$ cat src/rtl/fetch_pipe_controller.sv
// fetch_pipe_controller: sequences main-pipe flush requests through optional
// I-cache / I-TLB invalidation, broadcasts a one-cycle flush with the redirect
// PC to the fetch stages, and merges the stage stall requests.
module fetch_pipe_controller #(
   parameter int VADDR_WIDTH = 32
) (
   input  logic                   clk,
   input  logic                   rstN,
   input  logic                   flushFromMainPipe,
   input  logic [1:0]             flushReason,
   input  logic [VADDR_WIDTH-1:0] flushTargetPcFromMainPipe,
   input  logic                   stallFromICacheReadStage,
   input  logic                   stallFromInsnTraverseStage,
   input  logic                   invalidateICacheDone,
   input  logic                   invalidateITlbDone,
   output logic                   stall,
   output logic                   flush,
   output logic [VADDR_WIDTH-1:0] flushTargetPc,
   output logic                   invalidateICache,
   output logic                   invalidateITlb
);

   typedef enum logic [1:0] {
      S_IDLE    = 2'd0,
      S_INV_IC  = 2'd1,
      S_INV_TLB = 2'd2,
      S_FLUSH   = 2'd3
   } state_t;

   localparam logic [1:0] RSN_FENCEI  = 2'd1;
   localparam logic [1:0] RSN_SFENCE  = 2'd2;

   state_t                 state_q;
   logic                   flush_q;
   logic                   inv_ic_q;
   logic                   inv_tlb_q;
   logic [VADDR_WIDTH-1:0] pc_q;
   logic                   inv_wait;

   // Flush FSM with registered outputs; Idle and Flush both accept requests so
   // back-to-back flushes need no bubble.
   always_ff @(posedge clk or negedge rstN) begin
      if (!rstN) begin
         state_q   <= S_IDLE;
         flush_q   <= 1'b0;
         inv_ic_q  <= 1'b0;
         inv_tlb_q <= 1'b0;
         pc_q      <= '0;
      end else begin
         flush_q <= 1'b0;
         case (state_q)
            S_IDLE, S_FLUSH: begin
               if (flushFromMainPipe) begin
                  pc_q <= flushTargetPcFromMainPipe;
                  case (flushReason)
                     RSN_FENCEI: begin
                        state_q  <= S_INV_IC;
                        inv_ic_q <= 1'b1;
                     end
                     RSN_SFENCE: begin
                        state_q   <= S_INV_TLB;
                        inv_tlb_q <= 1'b1;
                     end
                     default: begin
                        // Normal and the reserved encoding redirect only.
                        state_q <= S_FLUSH;
                        flush_q <= 1'b1;
                     end
                  endcase
               end else begin
                  state_q <= S_IDLE;
               end
            end
            S_INV_IC: begin
               if (invalidateICacheDone) begin
                  state_q  <= S_FLUSH;
                  flush_q  <= 1'b1;
                  inv_ic_q <= 1'b0;
               end
            end
            S_INV_TLB: begin
               if (invalidateITlbDone) begin
                  state_q   <= S_FLUSH;
                  flush_q   <= 1'b1;
                  inv_tlb_q <= 1'b0;
               end
            end
            default: state_q <= S_IDLE;
         endcase
      end
   end

   // Stages stay frozen for the whole invalidation window; flush wins over stall.
   always_comb begin
      inv_wait = (state_q == S_INV_IC) || (state_q == S_INV_TLB);
      stall    = !flush_q && (stallFromICacheReadStage || stallFromInsnTraverseStage || inv_wait);
   end

   assign flush            = flush_q;
   assign flushTargetPc    = pc_q;
   assign invalidateICache = inv_ic_q;
   assign invalidateITlb   = inv_tlb_q;

endmodule
$ cat config.mk
export PLATFORM = sky130hd
export DESIGN_NAME = fetch_pipe_controller
export DESIGN_NICKNAME = d
export VERILOG_FILES = /design/src/rtl/fetch_pipe_controller.sv
export SDC_FILE = /design/constraint.sdc
export NUM_CORES = 1
export LEC_CHECK = 0
export ABC_AREA = 1
export BUFFER_PORTS_ARGS = -buffer_cell sky130_fd_sc_hd__buf_2
export CAP_MARGIN = 20
export CORE_ASPECT_RATIO = 0.8
export CORE_MARGIN = 2
export CORE_UTILIZATION = 49
export CTS_CLUSTER_SIZE = 12
export DETAILED_ROUTE_END_ITERATION = 8
export PLACE_DENSITY = 0.84
export SYNTH_ARGS = -nofsm -noshare
export SYNTH_HDL_FRONTEND = slang
export SYNTH_SLANG_ARGS = --single-unit
$ cat constraint.sdc
create_clock -name clk -period 3.4 [get_ports clk]
set_input_delay 0.34 -clock clk [delete_from_list [all_inputs] [get_ports clk]]
set_output_delay 0.34 -clock clk [all_outputs]
set_load 0.02 [all_outputs]
==> summary.md, run 1 <==
| Metric | Value |
|---|---|
| First-pass DRT Iterations | 4 |
| H-tree depth | 2 |
| Worst-path maximum fanout | 21 |
| Total track usage | about a fifth |
| Drt wl/cell | 12.1 um |
| Mapped cell area | ~0.0016 mm2 |
| Row cnt | 18 |
| Worst EP arrival | 1.78 ns |
| Hpwl dp | between 2000 and 3000 um |
| Synth Warn # | 0 |
| F_max | between 400 and 500 MHz |
| Syn avg cell area | between 8 and 9 um2 |
| Fin worst setup slack | around 1.3 ns |
| TritonCTS clock tree | done |
| Cells after Synth | a little under 200 |
| Clock latency on the worst-skew pair | between 0.2 and 0.3 ns |
| Rel. slew slack | a little under half |
| Max-Cap Viols | 0 |
| # setup viols final | 0 |
| Maximum buffer depth of the clock tree | 2 |
| WP buf/inv | 2 |
| Setup Fix Bufs, Post-CTS | 0 |
| Setup WS pre-CTS | 1.33 ns |
| Slew Viols, Final | 0 |
| Die Span Y | around 56 um |
| Synth Area in Compound Gates | 1.22% |
| Clk pin slew, worst setup/hold paths | around 0.08 ns |
| # DRC | 0 |
| Least-Margin Pin Slew | 0.793 ns |
| Core Area | 0.00315 mm2 |
| IR drop worst, VDD | around 540 uV |
| Adder-Cell Fraction of Synth Area | 4.56% |
| Post-synth top area cell | dfrtp_1 |
| Area growth syn-to-layout | 29.9% |
| Part of the cycle the worst path needs | just over 60% |
| Leak pwr | 1.29 nW |
| Critical Path Max Stage Delay | between 0.6 and 0.7 ns |
| Cell variety after synth | 12 |
| Synthesized net count | 240 |
| Post-Synth XOR/XNOR Area | 0% |
| Post-detailed-route count of antenna-violating nets | 0 |
| Post-route minimum period | about 2.1 ns |
| CP endpoint kind | output port |
| Min-delay worst type | input port to async pin |
| Root buf cell | clkbuf_8 |
| Proportion of synthesized area in mux cells | 0% |
| Critical path required time | 3.06 ns |
| # resized after CTS | 0 |
| # port buffers | 76 |
| Vias in the first global route | around 1.3k |
| CTS Hold Bufs | 0 |
| Top post-synthesis cells by area | dfrtp_1, nand2_1, nand3_1 |
| Final Hold Viols | 0 |
| Layout cells sized above 1 | 32.6% |
| Inserted Clock Buffers | 5 |
| Slowest cell on crit path | ha_1 |
| Register area share after synthesis | a little under three fifths |
| Largest net degree at the start of global routing | 38 |
| Routed wire length | about 3700 um |
| Die width | between 60 and 70 um |
| Setup Skew | 0.00587 ns |
| Gpl congestion | 0.837 |
| Most frequent cells in the layout | nand2_1, buf_2, dfrtp_1, nand3_1, inv_1 |
| Crit start category | flop |
| Iteration-0 DRC Markers | between 100 and 150 |
| Initial antenna violation count | 0 |
| Unrepaired setup endpoints after global routing | false |
| Initial core utilization | between 50% and 60% |
| Diode count | 0 |
| Final setup TNS | 0 ns |
| Area fraction of the dominant cell type after synthesis | 56.2% |
| Levels on crit path | 4 |
| #FFs+latches synth | 37 |
| Pwr Density | about 1100 mW/mm2 |
| Largest family of logic cells by synthesized area | simple AND/OR/NAND/NOR gates |
| Ports | between 70 and 80 |
| First-pass GRT wire length | a little under 6000 um |
| Reg2Reg Depth | 5 |
| Final net count | between 300 and 400 |
| Status | finished, final reports clean |
| Setup Crit Path Kind | flop to output port |
| Crit path max-delay family | adder cells |
| Vias after detailed routing | roughly 1.5k |
| CTS sink count | 37 |
| Crit path cell chain | inv_1, ha_1, a21oi_1, buf_2 |
| Die area | about 0.0038 mm2 |
| Commonest non-fill, non-tap cell in the layout | nand2_1 |
| Simple-gate share of the synthesized area | a little under a third |
| Grt total ovfl | 0 |
| Via-to-Cell Ratio | ~5.0 |
[worst reg2reg max path: cells and delay by family, from the launching register on]
family | cells | cell delay [ns]
buf+inv | 1 | 0.08
fa+ha+maj | 1 | 0.69
flops | 1 | 0.40
simple gates | 3 | 0.80
[routing by layer]
metal	wire (um)	part of all wire, %	up-vias	global-route usage, %
li1	-	-	755	-
met4	23	0.62	0	4.20
met5	0	0	-	0
met3	338	9.1	4	7.69
met2	1640	44	62	31.2
met1	1710	46	710	27.8
[path summary, 6_finish.rpt]
| check | slack (ns) | start | end |
|---|---|---|---|
| setup reg to reg | 1.31 | state_q[0] | flushTargetPc[27] |
| setup / recovery | 1.28 | state_q[0] | stall |
| hold / removal | 0.13 | rstN | flushTargetPc[16] |
| max in group asynchronous | 2.76 | rstN | flushTargetPc[10] |
| min in group clk | 0.27 | flushTargetPcFromMainPipe[12] | flushTargetPc[12] |
| hold reg to reg | 0.47 | flushTargetPc[16] | flushTargetPc[16] |
[through the flow]
step | instance area, um2 | hold WS [ns] | util (%) | instances | total power [mW]
2_1_floorplan | 1650 | 0.0444 | - | 193 | 1.60
3_3_place_gp | 2020 | 0.452 | 64.0 | 299 | 1.89
3_5_place_dp | 2020 | 0.454 | 64.0 | 299 | 1.92
4_1_cts | 2140 | 0.156 | 67.9 | 307 | 2.32
5_1_grt | 2140 | 0.195 | 67.9 | 307 | 2.49
6_report | 2140 | 0.131 | 67.9 | 307 | 2.30
[power by group]
part           internal (mW)  leakage (nW)  switching [mW]
Clock                  0.238        0.0574           0.158
Sequential             0.658         0.456           0.117
Combinational          0.356         0.775           0.774
Total                   1.25          1.29            1.05
[cell type report]
cell class                 count  area [um2]
multi-input combinational    135         618
clock buffer                   6        82.6
tap                           40        50.0
sequential                    37         926
fill                         285        1010
timing repair buffer          77         388
clock inverter                 2        37.5
inverter                      10        37.5
[synth_stat cells (all sizes together)]
cell type,instances
nand4,2
nand3,35
o21ai,3
a21oi,1
ha,6
dfrtp,37
inv,10
buf,11
nand2,87
nor2,1
[logic make-up (layout without fill, tap and decap cells)]
kind of cell,after synthesis,after routing
and+or+nand+nor,125,125
DFF,37,37
buffers and inverters,21,95
adders and majority gates,6,6
AOI/OAI and AO/OA,4,4
[sequential cells by signal, indices dropped and copies added (netlist names)]
register	cells
invalidateITlb	1
flushTargetPc	32
state_q	2
invalidateICache	1
flush	1
Power figures use the tool's default switching activity.
==> run 2, diff against run 1 <==
--- a/config.mk
+++ b/config.mk
@@ -5,15 +5,15 @@
 export SDC_FILE = /design/constraint.sdc
 export NUM_CORES = 1
 export LEC_CHECK = 0
-export ABC_AREA = 1
+export ABC_AREA = 0
 export BUFFER_PORTS_ARGS = -buffer_cell sky130_fd_sc_hd__buf_2
 export CAP_MARGIN = 20
 export CORE_ASPECT_RATIO = 0.8
 export CORE_MARGIN = 2
-export CORE_UTILIZATION = 49
+export CORE_UTILIZATION = 42
 export CTS_CLUSTER_SIZE = 12
 export DETAILED_ROUTE_END_ITERATION = 8
-export PLACE_DENSITY = 0.84
+export PLACE_DENSITY = 0.76
 export SYNTH_ARGS = -nofsm -noshare
 export SYNTH_HDL_FRONTEND = slang
 export SYNTH_SLANG_ARGS = --single-unit
==> constraint.sdc (replaced) <==
create_clock -name clk -period 1.8 [get_ports clk]
set_input_delay 0.18 -clock clk [delete_from_list [all_inputs] [get_ports clk]]
set_output_delay 0.18 -clock clk [all_outputs]
set_load 0.02 [all_outputs]
==> summary.md, run 2 <==
| Metric | Value |
|---|---|
| # DRC | 0 (unchanged) |
| First-pass GRT wire length | 5130 um (-13%) |
| Synth Area in Compound Gates | 4.56% (+3.3 points) |
| Layout cells sized above 1 | 65.1% (+32 points) |
| # setup viols final | 0 (unchanged) |
| Register area share after synthesis | 55.3% (-0.97 points) |
| CTS Hold Bufs | 0 (unchanged) |
| Max-Cap Viols | 0 (unchanged) |
| Largest net degree at the start of global routing | 38 (unchanged) |
| First-pass DRT Iterations | 4 (unchanged) |
| Leak pwr | 1.20 nW (-6.4%) |
| Worst EP arrival | 1.52 ns (-0.26 ns) |
| Total track usage | 15.7% (-4.8 points) |
| Setup Skew | 0.00379 ns (-0.00208 ns) |
| Number of enable flip-flop cells after synthesis | 0 (unchanged) |
| Cell variety after synth | 17 (+5) |
| Final Cell Area | 0.00223 mm2 (+4.1%) |
| WP buf/inv | 3 (+1) |
| Crit path cell chain | inv_1, ha_1, buf_4, a21oi_1, buf_4 |
| Final Hold Viols | 37 (+37) |
| Critical Path Max Stage Delay | 0.37 ns (-0.32 ns) |
| Cells after Synth | 105 (-46%) |
| Status | finished, violations left |
| Post-synth ARST share | 100% (unchanged) |
| Part of the cycle the worst path needs | 94.5% |
| Placed instance area | 0.00213 mm2 (+5.5%) |
| Top post-synthesis cells by area | dfrtp_1, mux2_4, ha_1 |
| #FFs+latches synth | 37 (unchanged) |
| Area growth syn-to-layout | 32.9% |
| Synthesized net count | 152 (-37%) |
| Final setup TNS | 0 ns (unchanged) |
| Maximum buffer depth of the clock tree | 2 (unchanged) |
| Critical path required time | 1.62 ns (-1.44 ns) |
| Root buf cell | clkbuf_8 |
| Commonest cells in the netlist | dfrtp_1, mux2_4, ha_1, inv_1 |
| Crit path max-delay family | buffers and inverters |
| Reg2reg start | state_q[0] |
| Setup WS pre-CTS | 0.182 ns (-1.15 ns) |
| Failing checks | negative hold slack |
| Unrepaired setup endpoints after global routing | false |
| # port buffers | 76 (unchanged) |
| Row cnt | 20 (+2) |
| Met3 Use GR | 8.14% (+0.45 points) |
| Die Span Y | 60.5 um (+8.3%) |
| Met1 usage | 18.6% (-9.2 points) |
| Slowest cell on crit path | dfrtp_1 |
| Vias after detailed routing | 1149 (-25%) |
| Gpl congestion | 0.745 (-11%) |
| Post-route minimum period | approximately 1.7 ns |
| Clk pin slew, worst setup/hold paths | 0.07 ns (about the same) |
| IR drop worst, VDD | 912 uV (+68%) |
| Rel. slew slack | 48.0% (+0.91 points) |
| Final net count | 235 (-25%) |
| Setup Crit Path Kind | flop to output port |
| Diode count | 0 (unchanged) |
| Met2 usage | 24.1% (-7.0 points) |
| Largest family of logic cells by synthesized area | multiplexers |
| Die area | 0.00451 mm2 (+17%) |
| Mapped cell area | 0.00168 mm2 (+1.7%) |
| Initial antenna violation count | 0 (unchanged) |
| Worst-path maximum fanout | 9 (-57%) |
| Flop2flop setup slack | 0.22 ns (-1.09 ns) |
| Syn avg cell area | 16.0 um2 (+87%) |
| Core Area | 0.00380 mm2 (+21%) |
| Drt wl/cell | 13.2 um (+8.9%) |
| Slew Viols, Final | 0 (unchanged) |
| Hold_ws | -0.0281 ns (-0.159 ns) |
| CP endpoint kind | output port |
| GRT busiest layer | met2 |
| Hpwl dp | 2420 um (-7.0%) |
| CTS sink count | 37 (unchanged) |
| Via-to-Cell Ratio | 4.71 (-5.6%) |
| Clock latency on the worst-skew pair | 0.28 ns (about the same) |
| Adder-Cell Fraction of Synth Area | 4.48% (-0.078 points) |
| Iteration-0 DRC Markers | 45 (-67%) |
| Reg2Reg Depth | 5 (unchanged) |
| Fin worst setup slack | 0.0988 ns (-1.18 ns) |
| Initial core utilization | 44.0% (-8.2 points) |
| Fill count | 339 (+19%) |
| F_max | 588 MHz |
| Most common cell in the netlist | dfrtp_1 |
| Inserted Clock Buffers | 5 (unchanged) |
| Least-Margin Pin Slew | 0.780 ns (-0.0137 ns) |
| Commonest non-fill, non-tap cell in the layout | buf_2 |
| Pwr Density | 2060 mW/mm2 (+92%) |
| Area fraction of the dominant cell type after synthesis | 55.3% (-0.97 points) |
| Post-synth top area cell | dfrtp_1 |
| Proportion of synthesized area in mux cells | 29.6% (+30 points) |
| Reg2reg end | flushTargetPc[24] |
| Grt total ovfl | 0 (unchanged) |
| TritonCTS clock tree | done |
| Synth Warn # | 0 (unchanged) |
| Main flop type after synthesis | dfrtp_1 |
| Simple-gate share of the synthesized area | 2.54% (-29 points) |
| Most frequent cells in the layout | buf_2, dfrtp_1, mux2_4, ha_1 |
| Post-detailed-route count of antenna-violating nets | 0 (unchanged) |
| Most common cell on crit path | buf_4 |
| Ports | 77 (unchanged) |
| Vias in the first global route | 1189 (-12%) |
| Largest register FFs | 32 (unchanged) |
| H-tree depth | 2 (unchanged) |
| Die width | 74.6 um (+8.4%) |
| Crit start category | flop |
| Min-delay worst type | input port to async pin |
| Routed wire length | 3210 um (-13%) |
| Post-Synth XOR/XNOR Area | 0% (unchanged) |
run 2: stage by stage:
step	total power, mW	std cells	hold WS [ns]	util (%)
floorplan	3.34	105	-0.116	-
detailed placement	4.05	235	0.320	56.0
CTS	4.63	243	0.00595	58.3
global placement	3.99	235	0.303	56.0
global route	4.90	244	0.0395	58.6
finish	4.59	244	-0.0281	58.6
run 2: how the worst max path moves through the flow:
| stage | from | endpoint | depth (start not counted) |
|---|---|---|---|
| floorplan | state_q[0] | flushTargetPc[10] | 6 |
| global placement | state_q[0] | flushTargetPc[28] | 5 |
| detailed placement | state_q[0] | flushTargetPc[30] | 5 |
| CTS | state_q[0] | stall | 5 |
| global route | state_q[0] | stall | 5 |
| finish | state_q[0] | stall | 5 |
run 2: layout make-up:
class,count,area [um2],share of cell area (%)
clock buffers,5,68.8,3.09
clock inverters,3,17.5,0.787
inverters,5,18.8,0.843
multi-input cells,59,689,31.0
flip-flops and latches,37,926,41.6
well taps,55,68.8,3.09
repair buffers,80,438,19.7
run 2: cells by family (layout without fill, tap and decap cells):
group	Yosys count	after routing
flip-flops	37	37
AND/OR/NAND/NOR	8	8
AO/OA/AOI/OAI	11	11
adder cells (fa/ha/maj)	6	6
multiplexers	34	34
buffers and inverters	9	93
run 2: where the power goes:
part           internal (mW)  leakage [nW]  total [mW]  switching, mW
combinational           1.29         0.729        2.54           1.25
sequential              1.27         0.432        1.51          0.237
clock                  0.267        0.0439       0.548          0.282
total                   2.83          1.20        4.59           1.76
run 2: routing by layer:
layer,vias up,routed length (um),share of wire [%]
met4,0,25,0.78
met3,4,355,11
met5,-,0,0
li1,530,-,-
met2,59,1420,44
met1,556,1410,44
run 2: what timing repair did:
| item | CTS | global route |
|---|---|---|
| setup endpoints to repair | 0 | 1 |
| buffers inserted | 0 | 1 |
| resized for setup | 0 | 1 |
==> run 3, diff against run 2 <==
==> constraint.sdc (replaced) <==
create_clock -name clk -period 1.8 [get_ports clk]
set_input_delay 0.45 -clock clk [delete_from_list [all_inputs] [get_ports clk]]
set_output_delay 0.45 -clock clk [all_outputs]
set_load 0.02 [all_outputs]
==> summary.md, run 3 (synthesis gave the netlist of run 2 again) <==
| Metric | Value |
|---|---|
| Routed wire length | 3240 um (+1.0%) |
| IR drop worst, VDD | 1120 uV (+23%) |
| WP buf/inv | 1 (-2) |
| Diode count | 0 (unchanged) |
| # setup viols final | 0 (unchanged) |
| F_max | 573 MHz (-2.5%) |
| Total track usage | 15.3% (-0.38 points) |
| Min-delay worst type | input port to async pin |
| Area growth syn-to-layout | 37.8% |
| CTS Hold Bufs | 0 (unchanged) |
| Gpl congestion | 0.770 (+3.3%) |
| Crit path max-delay family | flip-flops |
| Maximum buffer depth of the clock tree | 2 (unchanged) |
| First-pass DRT Iterations | 4 (unchanged) |
| Core Area | 0.00380 mm2 (unchanged) |
| Pwr Density | 2140 mW/mm2 (+4.0%) |
| Commonest non-fill, non-tap cell in the layout | buf_2 |
| Clock latency on the worst-skew pair | 0.29 ns (about the same) |
| Vias in the first global route | 1063 (-11%) |
| Leak pwr | 1.23 nW (+2.3%) |
| Drt wl/cell | 13.3 um (+1.0%) |
| Part of the cycle the worst path needs | 96.9% (+2.4 points) |
| Die area | 0.00451 mm2 (unchanged) |
| First-pass GRT wire length | 5030 um (-2.0%) |
| H-tree depth | 2 (unchanged) |
| Post-detailed-route count of antenna-violating nets | 0 (unchanged) |
| Final setup TNS | 0 ns (unchanged) |
| Reg2reg start | state_q[0] |
| Worst-path maximum fanout | 10 (+1) |
| Via-to-Cell Ratio | 4.53 (-3.8%) |
| CTS sink count | 37 (unchanged) |
| Setup Crit Path Kind | flop to output port |
| Initial antenna violation count | 0 (unchanged) |
| Largest register FFs | 32 (unchanged) |
| Grt total ovfl | 0 (unchanged) |
| Tot Pwr | 4.95 mW (+7.8%) |
| Vias after detailed routing | 1105 (-3.8%) |
| # DRC | 0 (unchanged) |
| Slew Viols, Final | 0 (unchanged) |
| Iteration-0 DRC Markers | 30 (-33%) |
| Worst setup path startpoint | state_q[1] |
| Final Hold Viols | 0 (-100%) |
| Flop2flop setup slack | 0.24 ns (+0.02 ns) |
| Unrepaired setup endpoints after global routing | false |
| Largest net degree at the start of global routing | 21 (-45%) |
| Ports | 77 (unchanged) |
| Row cnt | 20 (unchanged) |
| Inserted Clock Buffers | 5 (unchanged) |
| Post-route minimum period | 1.74 ns (+0.0435 ns) |
| Crit start category | flop |
| Fin worst setup slack | 0.0553 ns (-0.0435 ns) |
| Most frequent cells in the layout | buf_2, dfrtp_1, mux2_4, ha_1, clkbuf_8 |
| Least-Margin Pin Slew | 0.446 ns (-0.334 ns) |
| # port buffers | 76 (unchanged) |
| Die Span Y | 60.5 um (unchanged) |
| Slowest cell on crit path | dfrtp_2 |
| Hpwl dp | 2390 um (-1.5%) |
| Die width | 74.6 um (unchanged) |
| CP endpoint kind | output port |
| TritonCTS clock tree | done |
| Final net count | 235 (unchanged) |
| Crit path cell chain | ha_4, a21oi_2, buf_4 |
| Initial core utilization | 44.0% (unchanged) |
| Status | finished, final reports clean |
| Critical path required time | 1.35 ns (-0.27 ns) |
| Worst EP arrival | 1.29 ns (-0.23 ns) |
| Layout cells sized above 1 | 67.2% (+2.1 points) |
| Rel. slew slack | 70.3% (+22 points) |
| Setup Skew | 0.00823 ns (+0.00444 ns) |
| Setup WS pre-CTS | 0.118 ns (-0.0633 ns) |
| Max-Cap Viols | 0 (unchanged) |
| Clk pin slew, worst setup/hold paths | 0.07 ns (about the same) |
| Critical Path Max Stage Delay | 0.45 ns (+0.08 ns) |
| Root buf cell | clkbuf_8 |
## run 3: final timing paths
check / end / cells past startpoint
worst min-delay path: invalidateITlb / 1
min in group clk: flushTargetPc[5] / 2
max in group asynchronous: flushTargetPc[3] / 2
worst max register to register: state_q[0] / 5
worst max-delay path: stall / 3
worst min register to register: invalidateICache / 2
## run 3: worst register-to-register path, delay by kind of cell, from the launching register on
kind	cells	cell delay, ns
flops	1	0.39
fa+ha+maj	1	0.19
buf+inv	1	0.14
simple gates	2	0.36
mux	1	0.36
## run 3: through the flow
step                      std cells  hold slack [ns]  area [um2]  utilization, %
after detailed placement        235            0.422        2140            56.3
final                           244           0.0968        2310            60.7
after CTS                       244            0.104        2300            60.5
after global placement          235            0.411        2140            56.3
after floorplan                 105            0.154        1680               -
after global routing            244            0.115        2310            60.7
## run 3: final cells by class
| class | count | area, um2 |
|---|---|---|
| fillers | 327 | 1500 |
| repair buffers | 80 | 450 |
| flip-flops and latches | 37 | 927 |
| well taps | 55 | 68.8 |
| multi-input cells | 59 | 706 |
| clock buffers | 5 | 68.8 |
| clock inverters | 3 | 68.8 |
| inverters | 5 | 18.8 |
## run 3: layer usage
metal	GRT usage [%]	vias to the layer above	share of wire [%]
met1	18.7	506	46
li1	-	531	-
met4	6.89	0	1.8
met2	23.1	61	41
met3	7.31	7	11
met5	0	-	0
## run 3: repair_timing
item	4_1_cts	5_1_grt
buffers inserted	1	0
resized for setup	3	3
endpoints found under the setup margin	1	1
## run 3: report_power, final
part / internal [mW] / leakage [nW] / total [mW] / switching (mW)
Combinational: 1.31 / 0.732 / 2.57 / 1.25
Sequential: 1.27 / 0.432 / 1.52 / 0.244
Clock: 0.558 / 0.0687 / 0.865 / 0.308
